$ cat src/rtl/serial_mod3_tx.sv
// serial_mod3_tx
//   Transmit end of the divisible-by-3 serial link. A W-bit word accepted on the
//   in_* handshake is shifted out MSB-first on the tx_* handshake, followed by a
//   2-bit pad chosen so the whole (W+2)-bit frame value is a multiple of 3.
//
// Ports
//   clk       rising-edge clock
//   resetn    synchronous active-low reset
//   in_valid  upstream word valid
//   in_ready  word can be accepted this cycle
//   in_data   W-bit word, captured on in_valid && in_ready
//   tx_valid  tx_bit carries a stream bit
//   tx_ready  downstream consumes tx_bit this cycle
//   tx_bit    serial stream bit
//   tx_last   marks the final pad bit of a frame
module serial_mod3_tx #(
  parameter int W = 8
) (
  input  logic         clk,
  input  logic         resetn,
  input  logic         in_valid,
  output logic         in_ready,
  input  logic [W-1:0] in_data,
  output logic         tx_valid,
  input  logic         tx_ready,
  output logic         tx_bit,
  output logic         tx_last
);

  localparam int CW = (W > 1) ? $clog2(W) : 1;
  localparam logic [CW-1:0] CNT_TOP = CW'(W - 1);

  typedef enum logic [1:0] {
    IDLE = 2'd0,
    DATA = 2'd1,
    PAD1 = 2'd2,
    PAD0 = 2'd3
  } state_t;

  state_t        state_reg, state_next;
  logic [W-1:0]  shift_reg, shift_next;
  logic [CW-1:0] cnt_reg, cnt_next;
  logic [1:0]    residue_reg, residue_next;
  logic [W-1:0]  shift_left;
  logic [1:0]    pad;
  logic          xfer;
  logic          accept;

  // Residue of the bits sent so far after appending bit b: (2r + b) mod 3.
  function automatic logic [1:0] mod3_step(input logic [1:0] r, input logic b);
    logic [1:0] res;
    case ({r, b})
      3'b000:  res = 2'd0;
      3'b001:  res = 2'd1;
      3'b010:  res = 2'd2;
      3'b011:  res = 2'd0;
      3'b100:  res = 2'd1;
      3'b101:  res = 2'd2;
      default: res = 2'd0;
    endcase
    return res;
  endfunction

  // Shift register advanced by one position, zero filled at the bottom.
  assign shift_left[0] = 1'b0;
  for (genvar gi = 1; gi < W; gi++) begin : g_shift
    assign shift_left[gi] = shift_reg[gi-1];
  end

  // Appending two bits multiplies the value by 4 (== 1 mod 3), so the pad only
  // has to cancel the residue left after the data bits: p = (3 - r) mod 3.
  // During PAD1/PAD0 residue_reg already holds that final data residue.
  always_comb begin
    case (residue_reg)
      2'd1:    pad = 2'b10;
      2'd2:    pad = 2'b01;
      default: pad = 2'b00;
    endcase
  end

  // Stream outputs are decoded from registered state only.
  assign tx_valid = (state_reg != IDLE);
  assign tx_last  = (state_reg == PAD0);

  always_comb begin
    case (state_reg)
      DATA:    tx_bit = shift_reg[W-1];
      PAD1:    tx_bit = pad[1];
      PAD0:    tx_bit = pad[0];
      default: tx_bit = 1'b0;
    endcase
  end

  // PAD0 may hand over directly to the next word, but only when its own last
  // bit is leaving this cycle; hence the tx_ready term.
  assign in_ready = resetn &&
                    ((state_reg == IDLE) || ((state_reg == PAD0) && tx_ready));
  assign accept   = in_valid && in_ready;
  assign xfer     = tx_valid && tx_ready;

  always_comb begin
    state_next   = state_reg;
    shift_next   = shift_reg;
    cnt_next     = cnt_reg;
    residue_next = residue_reg;
    case (state_reg)
      IDLE: begin
        if (accept) begin
          shift_next   = in_data;
          cnt_next     = CNT_TOP;
          residue_next = 2'd0;
          state_next   = DATA;
        end
      end
      DATA: begin
        if (xfer) begin
          residue_next = mod3_step(residue_reg, shift_reg[W-1]);
          shift_next   = shift_left;
          if (cnt_reg == '0) begin
            state_next = PAD1;
          end else begin
            cnt_next = cnt_reg - 1'b1;
          end
        end
      end
      PAD1: begin
        if (xfer) begin
          state_next = PAD0;
        end
      end
      PAD0: begin
        if (xfer) begin
          if (accept) begin
            shift_next   = in_data;
            cnt_next     = CNT_TOP;
            residue_next = 2'd0;
            state_next   = DATA;
          end else begin
            state_next = IDLE;
          end
        end
      end
      default: state_next = IDLE;
    endcase
  end

  always_ff @(posedge clk) begin
    if (!resetn) begin
      state_reg   <= IDLE;
      shift_reg   <= '0;
      cnt_reg     <= '0;
      residue_reg <= 2'd0;
    end else begin
      state_reg   <= state_next;
      shift_reg   <= shift_next;
      cnt_reg     <= cnt_next;
      residue_reg <= residue_next;
    end
  end

endmodule

$ cat config.mk
export PLATFORM = sky130hd
export DESIGN_NAME = serial_mod3_tx
export DESIGN_NICKNAME = d
export VERILOG_FILES = /design/src/rtl/serial_mod3_tx.sv
export SDC_FILE = /design/constraint.sdc
export NUM_CORES = 1
export LEC_CHECK = 0
export CORE_MARGIN = 10
export CORE_UTILIZATION = 51
export DETAILED_ROUTE_END_ITERATION = 8
export GPL_ROUTABILITY_DRIVEN = 0
export PLACE_DENSITY = 0.85
export SLEW_MARGIN = 20
export SYNTH_ARGS = -nofsm -noshare
export SYNTH_HDL_FRONTEND = slang
export SYNTH_SLANG_ARGS = --single-unit
$ cat constraint.sdc
create_clock -name clk -period 1.9 [get_ports clk]
set_input_delay 0.38 -clock clk [delete_from_list [all_inputs] [get_ports clk]]
set_output_delay 0.38 -clock clk [all_outputs]
set_load 0.1 [all_outputs]
==> run metrics <==
outcome=finished with violations; failing checks=setup timing; Final Skew=0.00464 ns; total grt overflow=0; met3 Use GR=3.36%; critical path fanouts, max=6; CP startpoint=state_reg[0]; fill cell count=112; Die Y=63.3 µm; area delta synth->final=48.9%; Worst setup SP type=flop; DR iter-0 viols=49; syn nets=122; switch share=43.7%; Core ar.=0.00175 mm²; CP required=1.52 ns; r2r endpoint=residue_reg[0]; Syn Area/Cell=9.29 µm²; number of synthesized flops with an enable pin=0; Least-Margin Pin Slew=0.266 ns; DR pass1 iterations=4; Setup Slack @ Placement=-0.0374 ns; share of layout cells above drive strength 1=36.4%; initial antenna violation count=0; routed len/inst=15.8 µm; register area=308 µm²; Hold Crit Class=flop to flop; starting density of the core=54.8%; R2R Path Start=state_reg[0]; Max-slew headroom=82.3%; Post-Syn Instances=103; clk_lat worst skew=0.29 ns; Seq/Total Area, Yosys=31.4%; max-slew violations=0; endpoints failing setup=1; largest net degree at the start of global routing=16; RSZ-0062 raised after global routing=yes; post-synth cell types=35; dpl hpwl=1.74 mm; sequential share of power=25.0%; worst setup path endpoint=tx_bit; Routed Antenna Nets=0; max-cap viol count=0; H-tree levels=1; commonest non-fill, non-tap cell in the layout=dfxtp_1; Clk pwr share=8.6%; GR Util met2=21.2%; Multi-input gate area=689 µm²; Residual DRC=0; Comb power frac=66.3%; CTS tree=yes; Ant. Diodes=0; grt peak-use layer=met2; Design Power=2.15 mW; dpl cell area=0.00127 mm²; row count=15; FF+latch count, synth=15; vias=895; top_reg_cell synth=dfxtp_1; sw power=0.940 mW; Internal=1.21 mW; R2R cell count=6; grt met1 use=13.2%; clock tree sinks=15; Core Util, Final=81.6%; number of I/O pins=16; Max Clk Rate=0.514 GHz; final hold vios=0; Largest register FFs=8; drt via density=5.70; CTS buffer count=3; WP data arrival=1.57 ns; CTS clk-pin slew, worst paths=0.09 ns; fin worst setup slack=-0.0454 ns; first-pass GRT wire length=4.02 mm; vias in the first global route=908; FFs w/ async S/R, synth=0%; YS warnings=0; Port Buffers=15; setup_tns=-0.0454 ns; Syn Std Cell Area=957 µm²; CTS root buffer=clkbuf_4; nets=152; Power Density=1510 mW/mm²; endpoint class of the critical path=output port; Die ar.=0.00401 mm²; WL final=2.47 mm; commonest cells after routing, fill and taps aside=13 x dfxtp_1, 12 x buf_4, 11 x clkdlybuf4s50_1; floorplan die width=63.3 µm; period utilisation layout=102%; setup slack, reg-to-reg=0.10 ns; Peak VDD IR=0.000868 V; clock buffer depth=2; leak pwr=0.529 nW; Global Route Usage Sum=12.1%; design area=0.00143 mm²; final critical-path required period=1.95 ns; hold buffers post-CTS=0; Setup CP Type=flop to output port
## power by group through the flow
stage	Combinational (mW)	Sequential [mW]	Clock [mW]
after floorplan	0.880	0.509	0
after global placement	1.22	0.522	0
after detailed placement	1.26	0.532	0
after CTS	1.36	0.532	0.188
after global routing	1.54	0.550	0.203
final	1.43	0.538	0.185
## synthesized netlist by cell type (2+ instances only)
cell type / count / share of area (%)
a311oi_2: 2 / 3.1
a311oi_1: 5 / 4.6
o21ai_0: 2 / 1.0
a21oi_2: 3 / 2.7
dfxtp_1: 15 / 31
nor2_1: 4 / 1.6
ha_1: 7 / 9.1
nor3_1: 2 / 1.0
a21oi_1: 9 / 4.7
a221oi_1: 2 / 1.8
buf_6: 2 / 2.4
nand3b_1: 3 / 2.4
nand2_1: 8 / 3.1
inv_1: 8 / 3.1
nand3_1: 3 / 1.6
mux2i_1: 9 / 9.4
## metal layers
metal / wire length [µm] / part of all wire, %
met1: 1140 / 46
met2: 1200 / 49
met3: 90 / 3.6
met4: 44 / 1.8
met5: 0 / 0
## timing repair
| item | 4_1_cts | 5_1_grt |
|---|---|---|
| gates resized for setup | 12 | 5 |
| pin swaps | 3 | 7 |
| hold endpoints to repair | 0 | 0 |
| setup endpoints to repair | 2 | 4 |
| buffers inserted | 4 | 2 |
## cell type report
cell class,instances,share of cell area [%]
multi-input cells,75,48.4
well taps,25,2.19
clock inverters,1,0.351
repair buffers,30,23.3
inverters,8,2.63
clock buffers,3,1.58
flip-flops and latches,15,21.6
## worst max-delay path: stages, from the launching register on
cell and delay [ns]:
dfxtp_4 0.41, clkinvlp_4 0.16, ha_4 0.19, nand3b_1 0.09, o21ai_2 0.08, a21oi_4 0.14
nor2_4 0.06, buf_12 0.16
## stage by stage
stage               cells  hold WS (ns)
CTS                   155         0.492
detailed placement    148         0.470
global route          157         0.528
floorplan             103         0.438
finish                157         0.491
global placement      148         0.452
## worst min-delay path by stage
stage | startpoint | endpoint | slack [ns] | cells after the start
finish | shift_reg[0] | shift_reg[0] | 0.49 | 2
global route | cnt_reg[2] | cnt_reg[2] | 0.53 | 2
CTS | shift_reg[0] | shift_reg[0] | 0.49 | 2
detailed placement | shift_reg[0] | shift_reg[0] | 0.47 | 2
global placement | shift_reg[0] | shift_reg[0] | 0.45 | 2
floorplan | shift_reg[0] | shift_reg[0] | 0.44 | 2
## logic make-up (layout without fill, tap and decap cells)
family                     after synthesis  in the layout  share of synthesized area, %
AOI/OAI and AO/OA                       32             32                          27.1
xor gates and xnor gates                 1              1                         0.915
adders and majority gates                7              7                          9.15
buffers and inverters                   13             42                          7.19
DFF                                     15             15                          31.4
muxes                                    9              9                          9.41
and+or+nand+nor                         26             26                          14.9
(Power assumes the default switching activity.)
